--- config.mk ---
export PLATFORM = sky130hd
export DESIGN_NAME = dmem_arbiter
export DESIGN_NICKNAME = d
export VERILOG_FILES = /design/src/rtl/dmem_arb_pkg.sv /design/src/rtl/dmem_arbiter_rr_arb2.sv /design/src/rtl/dmem_arbiter.sv
export SDC_FILE = /design/constraint.sdc
export NUM_CORES = 1
export LEC_CHECK = 0
export ABC_CLOCK_PERIOD_IN_PS = 2000
export CAP_MARGIN = 40
export CORE_UTILIZATION = 27
export DETAILED_ROUTE_END_ITERATION = 8
export PLACE_DENSITY = 0.57
export RECOVER_POWER = 100
export SLEW_MARGIN = 20
export SYNTH_ARGS = -nofsm -noshare
export SYNTH_HDL_FRONTEND = slang
export SYNTH_HIERARCHICAL = 1
export SYNTH_SLANG_ARGS = --single-unit
--- constraint.sdc ---
create_clock -name clk -period 2 [get_ports clk]
set_input_delay 0.3 -clock clk [delete_from_list [all_inputs] [get_ports clk]]
set_output_delay 0.3 -clock clk [all_outputs]
set_load 0.03 [all_outputs]
--- src/rtl/dmem_arb_pkg.sv ---
// Shared types for the data-memory arbiter: FSM states, latched request, port ids.
package dmem_arb_pkg;

  localparam int PKG_DATA_W = 32;
  localparam int PKG_ADDR_W = 5;

  localparam logic PORT_CPU = 1'b0;
  localparam logic PORT_DMA = 1'b1;

  typedef enum logic [1:0] {
    IDLE  = 2'd0,
    ISSUE = 2'd1,
    WAIT  = 2'd2,
    ACK   = 2'd3
  } state_e;

  typedef struct packed {
    logic                  we;
    logic [PKG_ADDR_W-1:0] addr;
    logic [PKG_DATA_W-1:0] wdata;
  } req_t;

endpackage

--- src/rtl/dmem_arbiter_rr_arb2.sv ---
// Two-input round-robin picker; on a tie the port that was not granted last wins.
module rr_arb2 (
  input  logic req0,
  input  logic req1,
  input  logic last_grant,
  output logic gnt,
  output logic valid
);

  assign valid = req0 | req1;
  assign gnt   = (req0 & req1) ? ~last_grant : req1;

endmodule

--- src/rtl/dmem_arbiter.sv ---
// Round-robin arbiter/sequencer for the 32-word data memory (CPU port 0, DMA port 1).
// Optional grant counters are built when DMEM_ARB_STATS_EN is defined.
module dmem_arbiter
  import dmem_arb_pkg::*;
#(
  parameter int DATA_W = 32,
  parameter int ADDR_W = 5,
  parameter int CNT_W  = 16
) (
  input  logic              clk,
  input  logic              rst_n,
  input  logic              req0,
  input  logic              we0,
  input  logic [ADDR_W-1:0] addr0,
  input  logic [DATA_W-1:0] wdata0,
  output logic              ack0,
  input  logic              req1,
  input  logic              we1,
  input  logic [ADDR_W-1:0] addr1,
  input  logic [DATA_W-1:0] wdata1,
  output logic              ack1,
  output logic [DATA_W-1:0] rdata,
  output logic [ADDR_W-1:0] mem_addr,
  output logic [DATA_W-1:0] mem_wdata,
  output logic              mem_re,
  output logic              mem_we,
  input  logic [DATA_W-1:0] mem_rdata,
`ifdef DMEM_ARB_STATS_EN
  output logic              busy,
  input  logic              stats_clr,
  output logic [CNT_W-1:0]  gnt_cnt0,
  output logic [CNT_W-1:0]  gnt_cnt1
`else
  output logic              busy
`endif
);

  state_e              state;
  req_t                req_l;
  logic                port_l;
  logic                last_grant;
  logic                gnt;
  logic                gnt_valid;
  logic [DATA_W-1:0]   rdata_q;

  rr_arb2 u_rr_arb2 (
    .req0       (req0),
    .req1       (req1),
    .last_grant (last_grant),
    .gnt        (gnt),
    .valid      (gnt_valid)
  );

  // Inputs are only looked at in IDLE; the latched copy drives the whole access.
  always_ff @(posedge clk or negedge rst_n) begin
    if (!rst_n) begin
      state      <= IDLE;
      last_grant <= PORT_DMA;
      port_l     <= PORT_CPU;
      req_l      <= '0;
      rdata_q    <= '0;
    end else begin
      case (state)
        IDLE: begin
          if (gnt_valid) begin
            port_l <= gnt;
            if (gnt == PORT_DMA) req_l <= '{we: we1, addr: addr1, wdata: wdata1};
            else                 req_l <= '{we: we0, addr: addr0, wdata: wdata0};
            state  <= ISSUE;
          end
        end
        ISSUE: state <= WAIT;
        WAIT: begin
          if (!req_l.we) rdata_q <= mem_rdata;
          state <= ACK;
        end
        ACK: begin
          last_grant <= port_l;
          state      <= IDLE;
        end
        default: state <= IDLE;
      endcase
    end
  end

  assign mem_re    = (state == ISSUE) & ~req_l.we;
  assign mem_we    = (state == ISSUE) &  req_l.we;
  assign mem_addr  = req_l.addr;
  assign mem_wdata = req_l.wdata;
  assign ack0      = (state == ACK) & (port_l == PORT_CPU);
  assign ack1      = (state == ACK) & (port_l == PORT_DMA);
  assign rdata     = rdata_q;
  assign busy      = (state != IDLE);

`ifdef DMEM_ARB_STATS_EN
  function automatic logic [CNT_W-1:0] sat_inc(input logic [CNT_W-1:0] v);
    return (&v) ? v : v + 1'b1;
  endfunction

  // Clear wins over a same-cycle increment; counters stick at all-ones.
  always_ff @(posedge clk or negedge rst_n) begin
    if (!rst_n) begin
      gnt_cnt0 <= '0;
      gnt_cnt1 <= '0;
    end else if (stats_clr) begin
      gnt_cnt0 <= '0;
      gnt_cnt1 <= '0;
    end else begin
      if (ack0) gnt_cnt0 <= sat_inc(gnt_cnt0);
      if (ack1) gnt_cnt1 <= sat_inc(gnt_cnt1);
    end
  end
`endif

endmodule

==> Word level (Yosys, flattened, before mapping) <==
Cells that the tools add are included.
Widths: inputs -> output; s select.
{ "totals": {"output_inout_bits": 74, "ff_bits": 74} }
{ "classes": {"reduce_logical": 4, "eq_ne": 4, "bitwise_logic": 9, "n_mux": 4} }
{ "ops": {"columns": ["cell", "n"], "rows": [
  ["$mux 38", 1],
  ["$pmux 2 s4", 1],
  ["$and 1x1->1", 5],
  ["$eq 2x2->1 const B", 2],
  ["$reduce_and 2->1", 2],
  ["$not 1->1", 3],
  ["$eq 2x1->1 const B", 1],
  ["$logic_not 2->1", 1],
  ["$mux 2", 1],
  ["$ne 2x2->1 const B", 1],
  ["$reduce_bool 2->1", 1],
  ["$mux 1", 1],
  ["$or 1x1->1", 1]
]} }

==> Longest topological paths before layout <==
Gate-level depths: netlist of run 1.
{ "depth": {"depth_word": 3, "depth_mapped": 7, "ltp_nobuf": 4} }

==> Hierarchy <==
The synthesis of run 1 kept the hierarchy.
{ "by_module_without_submodules": {"columns": ["mod", "area_per_inst_um2", "instances", "seq_area_each_um2", "cells_each"], "rows": [
  ["dmem_arbiter", 3703.6, 1, 1853.0, 299],
  ["rr_arb2", 13.8, 1, 0.0, 2]
]} }

==> Least setup slack after synthesis of run 1 <==
Ideal clock, no wire load.
{ "synth_timing": {"kind": "register -> output", "from": "reg state[0]", "to": "out busy", "path_stages_with_launch": 6, "path_slack_ns": 0.494, "arrival_ns": 1.206, "cell_sequence": "dfrtp_1 -> inv_1 -> ha_1 -> buf_2 -> clkbuf_1 -> inv_1"} }
{ "synth_via": {"elab_chain_len": 1} }
{ "synth_lines": {"columns": ["element", "line", "source"], "rows": [
  ["start: declaration", "dmem_arbiter.sv:38", "state_e state;"],
  ["start signal: assignment", "dmem_arbiter.sv:57", "state <= IDLE;"],
  ["start signal: assignment", "dmem_arbiter.sv:69", "state <= ISSUE;"],
  ["start signal: assignment", "dmem_arbiter.sv:72", "ISSUE: state <= WAIT;"],
  ["$reduce_bool 2->1", "dmem_arbiter.sv:93", "assign busy = (state != IDLE);"],
  ["end: declaration", "dmem_arbiter.sv:34", "output logic busy"]
]} }
Every way passes these cells.

==> Final worst setup path of run 1 <==
{ "layout_timing": {"from": "reg state[1]", "to": "out busy"} }
The elaborated chain is that of the path after synthesis.

==> results.py, run 1 <==
metrics = {
    "outcome": {
        "status": "finished clean",
    },
    "sta": {
        "setup_ws_ps": 138,
        "slew_headroom": 0.409,
        "max_freq_mhz": 537,
        "finalCritPeriodShare": 0.931,
        "rsz0062_at_grt": "false",
        "clock_skew_ps": 5.48,
        "slew_viol_final": 0,
        "worst_pin_slew_ps": 886,
        "final-hold-violation-count": 0,
        "setup_viol_count_final": 0,
        "final.min_clock_period_ps": 1860,
    },
    "power_and_ir_drop": {
        "p_comb_frac": 0.505,
        "power_mw": 9.19,
        "net-switching-power_mw": 3.74,
        "power_frac_seq": 0.290,
        "leakagePower_nw": 2.32,
        "swShare": 0.407,
        "power.density_mw_per_mm2": 1620,
        "ir_drop_uv": 831,
        "clkPwrFrac": 0.205,
        "internal-power_mw": 5.45,
    },
    "cts": {
        "post_cts_buffers": 0,
        "cts_max_level": 3,
        "cts_max_path_buffers": 2,
        "cts_sinks": 74,
        "clockRootBuffer": "clkbuf_16",
        "clock_latency_ps": 330,
        "numCtsBuffers": 9,
        "cts_tree": "yes",
        "clkTransAtPathRegs_ps": 60,
    },
    "die": {
        "rows": 42,
        "die-area_mm2": 0.0142,
        "io_pins": 186,
        "core_region_area_mm2": 0.0133,
        "die_x_um": 119,
        "die_h_um": 119,
        "start_util": 0.278,
    },
    "layout": {
        "nets": 562,
        "syn2layout_area_growth_pct": 52.7,
        "ff_latch_area_mm2": 0.00185,
        "drive_gt1_frac": 0.0754,
        "num_antenna_cells": 0,
        "final_util": 0.425,
        "multiInputGateArea_mm2": 0.00130,
        "n_fill_cell": 1281,
    },
    "routing": {
        "via_per_inst": 4.21,
        "wire_per_inst_um": 14.4,
        "drt-initial-drc-count": 46,
        "drt-total-wl_um": 9010,
        "drcViolationCount": 0,
        "vias": 2641,
        "ant_nets": 0,
        "dr.pass1.iters": 4,
    },
    "logic_synthesis": {
        "ys.warnings.count": 6,
        "ys_seq_area_frac": 0.498,
        "synth_nets": 417,
        "synth.distinct_cells": 21,
        "synth_area_mm2": 0.00372,
        "synthCells": 301,
        "ys_ff_latch": 74,
        "avgSynthCellArea_um2": 12.3,
    },
    "setup_path": {
        "cp-end-kind": "output port",
        "worst_setup_path_start_kind": "register",
        "cp.required_ps": 1700,
        "cp_max_fo": 8,
        "critPathKind": "reg -> out",
        "critPathArrivalTime_ps": 1560,
    },
    "job": {
        "cap_viol_max_count": 0,
    },
    "global_routing": {
        "gr-total-overflow": 0,
        "grt_pass1_wl_um": 14300,
        "grt_pass1_vias": 2873,
        "antenna_found_initial": 0,
        "groute.usage.overall": 0.130,
        "grt_max_degree": 42,
    },
    "placement": {
        "place.gp.congestion": 0.668,
        "io_buffer_count": 185,
        "dpl.hpwl_um": 6380,
        "pre_cts_ws_ps": -2.28,
    },
    "min_path": {
        "hold_path.class": "reg -> reg",
    },
}
## cells in the mapped netlist
| cell | count | area, um^2 |
|---|---|---|
| dfrtp_1 | 73 | 1830 |
| clkbuf_4 | 1 | 7.51 |
| buf_2 | 4 | 20.0 |
| buf_6 | 5 | 56.3 |
| nand2b_1 | 1 | 6.26 |
| nor2_1 | 2 | 7.51 |
| clkbuf_1 | 5 | 18.8 |
| mux2_4 | 30 | 450 |
| a21boi_1 | 1 | 7.51 |
| and2_4 | 1 | 8.76 |
| buf_4 | 40 | 300 |
| ha_1 | 4 | 50.1 |
| inv_1 | 3 | 11.3 |
| nor2b_1 | 3 | 18.8 |
| buf_8 | 4 | 60.1 |
| a21oi_1 | 77 | 385 |
| mux2i_1 | 38 | 380 |
| mux2_2 | 5 | 56.3 |
| dfstp_2 | 1 | 26.3 |
| or2_1 | 1 | 6.26 |
| and2_1 | 2 | 12.5 |
## routing by layer
| layer | GRT usage | vias to the layer above | routed length [um] |
|---|---|---|---|
| met5 | 0 | - | 0 |
| met4 | 0.0398 | 0 | 108 |
| met3 | 0.0484 | 9 | 841 |
| met2 | 0.206 | 121 | 3980 |
| met1 | 0.163 | 1212 | 4080 |
| li1 | - | 1299 | - |
## final timing paths
path	from	endpoint	slack [ps]	cells after the start
setup / recovery	state[1]	busy	140	4
hold / removal	rdata[25]	rdata[25]	480	1
setup reg to reg	state[1]	port_l	220	4
hold reg to reg	rdata[25]	rdata[25]	480	1
max in group asynchronous	rst_n	mem_wdata[26]	640	3
min in group asynchronous	rst_n	mem_wdata[22]	640	2
## area by class of cell
class,instances,area share
Tap cell,176,0.0388
Sequential cell,74,0.326
Clock inverter,4,0.0172
Timing Repair Buffer,193,0.342
Inverter,3,0.00198
Multi-Input combinational cell,165,0.229
Clock buffer,12,0.0452
## flip-flops by register name, summed over array words and instances, names as in the netlist
name / flops
mem_wdata: 32
rdata: 32
mem_addr: 5
req_l: 1
state: 2
last_grant: 1
port_l: 1
## cells in the final DEF, fill, tap and decap left out
cell type,instances
dlygate4sd3_1,70
mux2i_1,38
and2_4,1
clkbuf_4,1
dfstp_2,1
clkdlybuf4s50_1,110
nand2b_1,1
inv_1,3
or2_0,1
nor2b_1,3
ha_2,1
dfrtp_1,73
mux2_2,5
bufinv_16,3
buf_12,3
dlygate4sd2_1,5
and2_1,2
clkbuf_2,1
nor2_1,2
ha_1,3
mux2_1,28
a21oi_1,77
a21boi_4,1
mux2_4,2
buf_4,3
clkbuf_16,9
clkbuf_1,1
clkbuf_8,2
clkinvlp_4,1
## worst max-delay path, stage by stage, from the launching register on
cell           delay [ps]
dfrtp_1               420
inv_1                 100
ha_2                  300
inv_1                  70
dlygate4sd2_1         360
## power groups by stage
| stage | Sequential, mW | Clock, mW | Combinational (mW) |
|---|---|---|---|
| 3_3_place_gp | 2.73 | 0 | 5.27 |
| 6_report | 2.66 | 1.89 | 4.64 |
| 4_1_cts | 2.74 | 1.95 | 5.32 |
| 5_1_grt | 2.78 | 2.01 | 4.96 |
| 3_5_place_dp | 2.72 | 0 | 5.35 |
| 2_1_floorplan | 3.31 | 0 | 3.16 |
## cell families after synthesis
kind of cell    count (synthesis)  synth area share
compound gates                 78             0.106
fa+ha+maj                       4            0.0135
buf+inv                        62             0.128
flops                          74             0.498
mux                            73             0.239
simple gates                   10            0.0162
## what timing repair did
item	4_1_cts	5_1_grt
endpoints found under the setup margin	5	0
resized for setup	5	0
hold buffers	1	0
hold endpoints to repair	32	0
## metrics by stage
step / setup TNS [ps] / area (um^2) / std cells / hold WS [ps]
2_1_floorplan: 0 / 3720 / 301 / 4.41
3_3_place_gp: 0 / 5460 / 610 / 283
3_5_place_dp: -2.28 / 5460 / 610 / 286
4_1_cts: 0 / 5820 / 627 / 490
5_1_grt: 0 / 5680 / 627 / 506
6_report: 0 / 5680 / 627 / 480
Note: power is estimated with default switching activity, not from simulation.
==> run 2, diff against run 1 <==
==> constraint.sdc (replaced) <==
create_clock -name clk -period 2 [get_ports clk]
set_input_delay 0.4 -clock clk [delete_from_list [all_inputs] [get_ports clk]]
set_output_delay 0.4 -clock clk [all_outputs]
set_load 0.03 [all_outputs]
==> results.py, run 2 (synthesis gave the netlist of run 1 again) <==
metrics = {
    "setup_path": {
        "critPathLaunch": "state[0]",
        "critPathKind": "reg -> out",
        "reg2reg_from": "state[0]",
        "cp.required_ps": 1600,
        "cp-end-kind": "output port",
        "critPathArrivalTime_ps": 1480,
        "max_stage_delay_ps": 410,
        "slowest_stage": "dlygate4sd2_1",
        "worst_setup_path_start_kind": "register",
        "crit_chain": "inv_1 -> ha_2 -> inv_1 -> dlygate4sd2_1",
        "cpMostUsedCell": "inv_1",
        "cp_max_fo": 4,
    },
    "cts": {
        "post_cts_buffers": 0,
        "clock_latency_ps": 340,
        "numCtsBuffers": 9,
        "cts_max_level": 3,
        "clkTransAtPathRegs_ps": 60,
        "cts_tree": "yes",
        "clockRootBuffer": "clkbuf_16",
        "cts_max_path_buffers": 2,
        "cts_sinks": 74,
    },
    "sta": {
        "rsz0062_at_grt": "false",
        "max_freq_mhz": 531,
        "final-hold-violation-count": 0,
        "clock_skew_ps": 5.27,
        "setup_viol_count_final": 0,
        "whs_ps": 177,
        "finalCritPeriodShare": 0.941,
        "fin_setup_tns_ps": 0,
        "final.min_clock_period_ps": 1880,
        "slew_viol_final": 0,
        "slew_headroom": 0.390,
        "worst_pin_slew_ps": 916,
    },
    "power_and_ir_drop": {
        "power_mw": 8.78,
        "ir_drop_uv": 795,
        "power.density_mw_per_mm2": 1580,
        "leakagePower_nw": 2.27,
    },
    "routing": {
        "wire_per_inst_um": 15.0,
        "drt-total-wl_um": 9390,
        "drcViolationCount": 0,
        "vias": 2712,
        "dr.pass1.iters": 4,
        "via_per_inst": 4.33,
        "ant_nets": 0,
        "drt-initial-drc-count": 48,
    },
    "min_path": {
        "hold_path.class": "in -> async",
    },
    "layout": {
        "syn2layout_area_growth_pct": 49.7,
        "layout_commonest_cell": "clkdlybuf4s50_1",
        "nets": 564,
        "drive_gt1_frac": 0.0756,
        "final_cell_mix": "clkdlybuf4s50_1, a21oi_1, dfrtp_1",
        "fin_cells": 626,
        "num_antenna_cells": 0,
    },
    "global_routing": {
        "gr-total-overflow": 0,
        "grt_pass1_vias": 3008,
        "antenna_found_initial": 0,
        "grt_pass1_wl_um": 15000,
        "groute.usage.overall": 0.138,
        "grt_max_degree": 42,
    },
    "die": {
        "rows": 42,
        "io_pins": 186,
        "die_h_um": 119,
        "core_region_area_mm2": 0.0133,
        "die_x_um": 119,
        "die-area_mm2": 0.0142,
        "start_util": 0.278,
    },
    "placement": {
        "io_buffer_count": 185,
        "dp.cells": 613,
        "place.gp.congestion": 0.694,
        "dpl.hpwl_um": 6820,
    },
    "outcome": {
        "status": "finished clean",
    },
    "job": {
        "cap_viol_max_count": 0,
    },
}
## run 2: what timing repair did
item / in CTS / in global routing
setup endpoints to repair: 5 / 3
gates resized for setup: 5 / 5
hold buffers: 0 / 0
## run 2: per-stage QoR
stage	setup WS [ps]	utilization	cell area [um^2]
after global placement	65.3	0.410	5470
after global routing	6.61	0.417	5570
after CTS	21.0	0.429	5720
after detailed placement	30.1	0.410	5470
final	117	0.417	5570
after floorplan	394	-	3720
## run 2: report_power, final
part | leakage, nW | switching (mW) | internal (mW)
logic | 1.31 | 2.76 | 1.89
clock network | 0.128 | 0.576 | 0.887
registers | 0.837 | 0.398 | 2.28
total | 2.27 | 3.74 | 5.05
## run 2: path summary, 6_finish.rpt
path                                 end  slack (ps)  cells after the start
max                                 busy         120                      4
min                        mem_wdata[22]         180                      1
max reg2reg                     rdata[0]         150                      5
min reg2reg                     rdata[3]         480                      1
max in group asynchronous       rdata[5]         390                      2
min in group clk                rdata[3]         480                      1
## run 2: layout make-up
cell class,instances,area (um^2)
clock buffers,13,260
fillers,1317,7780
inverters,3,11.3
multi-input cells,165,1300
flip-flops and latches,74,1850
well taps,176,220
repair buffers,195,1920
## run 2: metal layers
| metal | vias up | wire [um] | track usage |
|---|---|---|---|
| met5 | - | 0 | 0 |
| met4 | 0 | 176 | 0.0633 |
| met3 | 11 | 889 | 0.0512 |
| met2 | 118 | 4180 | 0.213 |
| met1 | 1273 | 4150 | 0.170 |
| li1 | 1310 | - | - |
## run 2: worst max-delay path: cells and delay by family, from the launching register on
| family | cells | cell delay [ps] |
|---|---|---|
| buffers and inverters | 3 | 540 |
| DFF | 1 | 400 |
| adders and majority gates | 1 | 210 |
